--- config.mk ---
export PLATFORM = sky130hd
export DESIGN_NAME = student_dmux8way16_buf
export DESIGN_NICKNAME = d
export VERILOG_FILES = /design/src/rtl/student_dmux8way16_buf.sv
export SDC_FILE = /design/constraint.sdc
export NUM_CORES = 1
export LEC_CHECK = 0
export CAP_MARGIN = 20
export CORE_MARGIN = 5
export CORE_UTILIZATION = 40
export CTS_BUF_LIST = sky130_fd_sc_hd__clkbuf_4
export CTS_CLUSTER_SIZE = 25
export DETAILED_ROUTE_END_ITERATION = 12
export PLACE_DENSITY = 0.67
export SLEW_MARGIN = 25
export SYNTH_ARGS = -nofsm -noshare
export SYNTH_HDL_FRONTEND = slang
export SYNTH_SLANG_ARGS = --single-unit
--- constraint.sdc ---
create_clock -name clk -period 5.6 [get_ports clk]
set_input_delay 1.4 -clock clk [delete_from_list [all_inputs] [get_ports clk]]
set_output_delay 1.4 -clock clk [all_outputs]
set_load 0.005 [all_outputs]
--- src/rtl/student_dmux8way16_buf.sv ---
`default_nettype none
// ============================================================================
// Module   : student_dmux8way16_buf
// Brief    : Registered 8-way demux with one holding register per channel,
//            valid/ready on both sides.
// Revision : 1.0
// ============================================================================
module student_dmux8way16_buf #(
  parameter int WIDTH = 16
) (
  input  logic               clk,
  input  logic               reset,
  input  logic               in_valid,
  output logic               in_ready,
  input  logic [WIDTH-1:0]   in_data,
  input  logic [2:0]         in_sel,
  output logic [7:0]         out_valid,
  input  logic [7:0]         out_ready,
  output logic [8*WIDTH-1:0] out_data,
  output logic [3:0]         occupancy
);

  localparam int C_NCH = 8;

  logic [C_NCH-1:0] r_full;
  logic [WIDTH-1:0] r_data [C_NCH];
  logic [3:0]       r_occ;

  logic             w_accept;
  logic [C_NCH-1:0] w_load;
  logic [C_NCH-1:0] w_drain;
  logic [C_NCH-1:0] w_full_next;
  logic [3:0]       w_cnt;

  // A draining target frees its slot in the same cycle, so ready ignores in_valid.
  assign in_ready    = ~r_full[in_sel] | out_ready[in_sel];
  assign w_accept    = in_valid & in_ready;
  assign w_drain     = r_full & out_ready;
  assign w_full_next = (r_full & ~w_drain) | w_load;

  always_comb begin
    w_load = '0;
    w_load[in_sel] = w_accept;
  end

  always_comb begin
    w_cnt = '0;
    for (int i = 0; i < C_NCH; i++) begin
      w_cnt = w_cnt + {3'b000, w_full_next[i]};
    end
  end

  always_ff @(posedge clk or posedge reset) begin
    if (reset) begin
      r_full <= '0;
      r_occ  <= '0;
      for (int i = 0; i < C_NCH; i++) begin
        r_data[i] <= '0;
      end
    end else begin
      r_full <= w_full_next;
      r_occ  <= w_cnt;
      for (int i = 0; i < C_NCH; i++) begin
        if (w_load[i]) begin
          r_data[i] <= in_data;
        end
      end
    end
  end

  generate
    for (genvar g = 0; g < C_NCH; g++) begin : g_out
      assign out_data[WIDTH*g +: WIDTH] = r_data[g];
    end
  endgenerate

  assign out_valid = r_full;
  assign occupancy = r_occ;

endmodule
`default_nettype wire

==> out/summary.txt, run 1 <==
Slew Limit Fails = 0
FMAX = 192.7 MHz
Tot Pwr = 3.084 mW
Post-Synthesis Cells = 356
Reg clk slew, reported paths = 0.11 ns
Syn Nets = 393
Die Ht = 128.2 µm
WS Path Type = input port to flop
WL per Instance = 19.51 µm
Clk_skew = 0.01408 ns
Tmin final = 5.188 ns
CTS Buf Count = 17
Filler cells = 1,156
Lkg Pwr = 3.419 nW
Final ANT Viol Nets = 0
Die ar. = 16,420 µm²
Router iterations before antenna repair = 4
Hold Crit Class = flop to flop
Vias in the first global route = 3,941
Root Buffer = clkbuf_4
Final Hold Fails = 0
IO buf count = 170
Post-synthesis cell type count = 27
FF+latch count, synth = 140
Post-synthesis sequential area ratio = 62.74%
Startpoint types = input port
Largest net degree at the start of global routing = 117
GRT Resource Usage Total = 18.50%
Worst slew margin = 46.72%
Share of cells above drive strength 1 = 32.26%
Final period util = 92.65%
Endpoint class of the critical path = flop
CTS max path bufs = 2
Initial Utilization = 40.54%
Chip width = 128.2 µm
IO Count = 171
Data required, critical path = 6.02 ns
Yosys warnings = 0
Initial antenna violation count = 1
Post-DP HPWL = 9925 µm
Status = finished, final reports clean
First-pass GRT wire length = 22,930 µm
Clock Sinks = 140
Remaining DRCs = 0
Synthesized area per cell = 15.69 µm²
GRT overflow = 0
Core Area = 13,770 µm²
Final setup fails = 0
Via count = 3,698
Post-CTS Setup Bufs = 0
Worst slew pin tran = 0.7992 ns
Top_reg_cell synth = dfrtp_1
Critical Path Fanout Max = 11
RSZ-0062 raised after global routing = no
Vias per inst = 5.004
PwrDens = 390.7 nW/µm²
CTS Hold Bufs = 0
Wirelength, routed = 14,420 µm
Worst skew pair latency = 0.53 ns
EDFF count, synth = 0
MaxCap Viol Count = 0
Drt first-iter violations = 177
Total Nets Final = 582
Mapped cell area = 5584 µm²
IR drop worst, VDD = 0.0001921 V
Worst Path Arrival = 5.60 ns
Layout area overhead = 41.36%
CTS tree = built
Row cnt = 43
TNS Setup = 0 ns
Post-CTS resize count = 0
Routability cong. = 0.8948
Ys async rst share = 100.0%
H-tree depth = 4
cells by family (layout without fill, tap and decap cells):
family | Yosys count | in the layout | synth area share, %
DFF | 140 | 140 | 62.74
muxes | 131 | 131 | 26.37
AOI/OAI and AO/OA | 29 | 29 | 4.235
buffers and inverters | 28 | 230 | 2.509
and+or+nand+nor | 20 | 20 | 1.882
adders and majority gates | 7 | 7 | 2.106
xor gates and xnor gates | 1 | 1 | 0.1569
other | 0 | 1 | 0
per-stage QoR:
stage	cells	area [µm²]	util (%)	hold WS [ns]	setup WS (ns)
after floorplan	356	5584	-	0.5053	0.04531
after global placement	706	7530	54.67	0.4892	0.02881
after detailed placement	706	7530	54.67	0.4940	-0.1003
after CTS	738	7889	57.28	0.5205	0.4753
after global routing	739	7894	57.31	0.5291	0.2825
final	739	7894	57.31	0.5167	0.4119
cell type report:
| type | instances | area (µm²) | area share [%] |
|---|---|---|---|
| Antenna cell | 1 | 2.502 | 0.03170 |
| Clock buffer | 18 | 135.1 | 1.712 |
| Clock inverter | 14 | 224.0 | 2.837 |
| Inverter | 15 | 63.81 | 0.8084 |
| Multi-Input combinational cell | 188 | 1941 | 24.58 |
| Sequential cell | 140 | 3503 | 44.38 |
| Tap cell | 180 | 225.2 | 2.853 |
| Timing Repair Buffer | 183 | 1799 | 22.79 |
synthesized netlist by cell type, drive strengths merged, types with 2 or more instances:
cell type | number | share of area [%]
nor2b | 5 | 0.56
dfrtp | 140 | 63
fa | 4 | 1.4
mux2i | 2 | 0.36
inv | 15 | 1.0
nand3 | 6 | 0.54
a21o | 8 | 1.1
a21oi | 13 | 1.7
nand2 | 4 | 0.27
mux2 | 129 | 26
a221oi | 3 | 0.78
ha | 3 | 0.67
buf | 12 | 1.4
nor2 | 2 | 0.13
cells in the final DEF, fill, tap and decap left out, types with 2 or more instances in the layout:
cell type,instances
bufinv_16,6
fa_1,4
buf_4,13
ha_1,3
a21oi_1,5
nand3_1,6
clkinvlp_4,2
a21oi_2,8
a21o_1,8
inv_1,14
nor2_1,2
clkbuf_4,18
nand2_1,4
mux2_2,129
nor2b_1,5
dfrtp_1,140
mux2i_1,2
clkinv_1,4
a221oi_1,2
clkdlybuf4s50_1,170
power by group:
group | internal [mW] | switching (mW)
logic | 0.623 | 0.285
clock network | 0.443 | 0.347
registers | 1.26 | 0.129
total | 2.32 | 0.762
critical path, stage by stage:
cell             delay [ns]
clkdlybuf4s50_1        0.56
buf_4                  0.21
mux2i_1                0.20
o31ai_1                0.13
a221oi_4               0.32
a21oi_2                0.12
a21o_1                 0.21
fa_1                   0.54
inv_1                  0.06
fa_1                   0.50
fa_1                   0.55
inv_1                  0.04
ha_1                   0.20
fa_1                   0.39
xor2_1                 0.17
flip-flops by register name, summed over array words and instances, names as in the netlist:
name	flops
out_data	128
occupancy	4
out_valid	8
path summary, 6_finish.rpt:
| check | from | end | slack [ns] | cells after the start |
|---|---|---|---|---|
| worst max-delay path | in_sel[2] | occupancy[2]$_DFF_PP0_ | 0.41 | 15 |
| worst min register to register | out_data[107]$_DFFE_PP0P_ | out_data[107]$_DFFE_PP0P_ | 0.52 | 1 |
| worst max register to register | out_valid[7]$_DFF_PP0_ | occupancy[2]$_DFF_PP0_ | 1.63 | 13 |
| max in group asynchronous | reset | out_data[99]$_DFFE_PP0P_ | 3.28 | 3 |
| worst min-delay path | out_data[107]$_DFFE_PP0P_ | out_data[107]$_DFFE_PP0P_ | 0.52 | 1 |
| min in group asynchronous | reset | out_data[54]$_DFFE_PP0P_ | 1.39 | 2 |
routing by layer:
| metal | wire length (µm) | share of wire (%) | vias to the layer above | GRT usage, % |
|---|---|---|---|---|
| met4 | 284 | 2.0 | 0 | 6.305 |
| li1 | - | - | 1643 | - |
| met1 | 5963 | 41 | 1916 | 22.72 |
| met5 | 0 | 0 | - | 0 |
| met3 | 1047 | 7.3 | 24 | 7.250 |
| met2 | 7120 | 49 | 115 | 29.88 |
No activity file was read; power rests on OpenSTA's default activity.
==> run 2, diff against run 1 <==
Settings changed: PLACE_DENSITY 0.67 to 0.7.
Clock period 5.6 ns to 4.3 ns, I/O delays scaled along.
==> run 2 against run 1 <==
Effect of this change: die area unchanged; flip-flop and latch count unchanged; hold slack got worse by 0.0052 ns; non-clock buffer count increased by 16; final cell count increased by 2.2%; clock skew increased by 0.0050 ns; sequential share of layout area decreased by 0.44 points; clock power decreased by 6.8%; first-iteration DRC count increased by 0.56%; via count increased by 0.78%.
==> out/summary.txt, run 2 (synthesis gave the netlist of run 1 again) <==
Reg2Reg Launch Point = out_valid[7]$_DFF_PP0_
Startpoint types = input port
FMAX = 234.5 MHz
Worst slew margin = 46.62%
Filler cells = 1,158
Worst Setup EP = occupancy[2]$_DFF_PP0_
WL per Instance = 19.37 µm
Clk_skew = 0.01911 ns
Remaining DRCs = 0
IO buf count = 170
Share of cells above drive strength 1 = 35.89%
CTS max path bufs = 2
Crit-path slowest cell = fa_1
Initial antenna violation count = 1
GRT Resource Usage Total = 18.22%
Reg2reg end = occupancy[2]$_DFF_PP0_
FF-to-FF path depth = 14
Chip width = 128.2 µm
Routability cong. = 0.8985
GRT overflow = 0
Core Area = 13,770 µm²
Worst setup path startpoint = in_sel[2]
IR drop worst, VDD = 0.0003037 V
Worst Path Buf+Inv = 4
Post-CTS Setup Bufs = 0
CP Cell Sequence = buf_4 > and2_4 > a22o_1 > a221oi_4 > buf_6 > a21oi_4 > a21o_1 > fa_1 > inv_2 > fa_1 > fa_1 > inv_2 > ha_4 > fa_2 > xor2_1
PwrDens = 470.7 nW/µm²
Router iterations before antenna repair = 4
Vias in the first global route = 4,011
Total Nets Final = 598
Reg clk slew, reported paths = 0.10 ns
Tot Pwr = 3.753 mW
Die Ht = 128.2 µm
Worst slew pin tran = 0.8007 ns
Initial Utilization = 40.54%
IO Count = 171
Util after Layout = 57.89%
Post-DP HPWL = 10,060 µm
Vias per inst = 4.936
Final cell count without fillers = 755
Slew Limit Fails = 0
Lkg Pwr = 3.528 nW
CTS Buf Count = 17
Layout area overhead = 42.77%
Critical Path Fanout Max = 6
CTS tree = built
Worst Path Arrival = 4.68 ns
Data required, critical path = 4.71 ns
CP delay by family, top = adder cells
Clock Sinks = 140
Area of the multi-input gates = 1998 µm²
Final Hold Fails = 0
H-tree depth = 4
Dpl ws = -0.9457 ns
Largest register FFs = 128
R2R Setup Slk = 0.44 ns
Crit path largest cell delay = 0.56 ns
Critical path depth = 15
Cells after DPL = 722
Status = finished, final reports clean
Largest net degree at the start of global routing = 141
Endpoint class of the critical path = flop
Tmin final = 4.265 ns
Via count = 3,727
First-pass GRT wire length = 22,450 µm
Commonest non-fill, non-tap cell in the layout = clkdlybuf4s50_1
Hold Crit Class = flop to flop
Final period util = 99.19%
Final ANT Viol Nets = 0
RSZ-0062 raised after global routing = no
Worst skew pair latency = 0.53 ns
Worst setup margin = 0.03473 ns
Final setup fails = 0
Wirelength, routed = 14,630 µm
Row cnt = 43
Die ar. = 16,420 µm²
Root Buffer = clkbuf_4
Most frequent cells in the layout = clkdlybuf4s50_1, dfrtp_1, mux2_2
MaxCap Viol Count = 0
Crit path top cell by count = fa_1
WS Path Type = input port to flop
Drt first-iter violations = 178
Reg area = 3503 µm²
## run 2: cell count changes in the layout (fill, tap and decap cells not counted), moves of 3 or more
| cell | previous run | this run |
|---|---|---|
| buf_4 | 13 | 28 |
| clkdlybuf4s50_1 | 170 | 159 |
| dlymetal6s2s_1 | 0 | 8 |
| bufinv_16 | 6 | 1 |
| a21oi_2 | 8 | 5 |
| a21oi_4 | 0 | 3 |
| clkinv_4 | 1 | 4 |
## run 2: what timing repair did
action | CTS | global route
hold buffers | 0 | 0
resized for setup | 6 | 22
setup endpoints to repair | 4 | 2
pin swaps | 0 | 7
## run 2: where the power goes
| group | total, mW | switching, mW | internal (mW) |
|---|---|---|---|
| clock | 0.736 | 0.454 | 0.282 |
| combinational | 1.21 | 0.386 | 0.827 |
| sequential | 1.80 | 0.168 | 1.64 |
## run 2: layer usage
metal / share of wire (%) / GRT usage (%) / up-vias
met2: 52 / 31.21 / 113
li1: - / - / 1672
met3: 6.6 / 6.500 / 17
met5: 0 / 0 / -
met1: 40 / 21.23 / 1925
met4: 1.3 / 6.242 / 0
## run 2: how the worst min path moves through the flow
| stage | from | to | slack (ns) | depth (start not counted) |
|---|---|---|---|---|
| floorplan | out_data[100]$_DFFE_PP0P_ | out_data[100]$_DFFE_PP0P_ | 0.51 | 1 |
| global placement | out_data[41]$_DFFE_PP0P_ | out_data[41]$_DFFE_PP0P_ | 0.49 | 1 |
| detailed placement | out_data[32]$_DFFE_PP0P_ | out_data[32]$_DFFE_PP0P_ | 0.49 | 1 |
| CTS | out_data[76]$_DFFE_PP0P_ | out_data[76]$_DFFE_PP0P_ | 0.52 | 1 |
| global route | out_data[32]$_DFFE_PP0P_ | out_data[32]$_DFFE_PP0P_ | 0.53 | 1 |
| finish | out_data[76]$_DFFE_PP0P_ | out_data[76]$_DFFE_PP0P_ | 0.51 | 1 |
## run 2: metrics by stage
step	TNS [ns]	hold slack (ns)	area, µm²
finish	0	0.5115	7973
global route	0	0.5297	7973
CTS	0	0.5183	7944
detailed placement	-3.163	0.4947	7701
global placement	-2.536	0.4886	7701
floorplan	-2.044	0.5053	5652
## run 2: cell type report
class | instances | share of cell area (%)
clock inverters | 14 | 1.318
diodes | 1 | 0.03139
well taps | 180 | 2.825
repair buffers | 199 | 24.37
multi-input cells | 188 | 25.06
flip-flops and latches | 140 | 43.94
clock buffers | 18 | 1.695
inverters | 15 | 0.7533
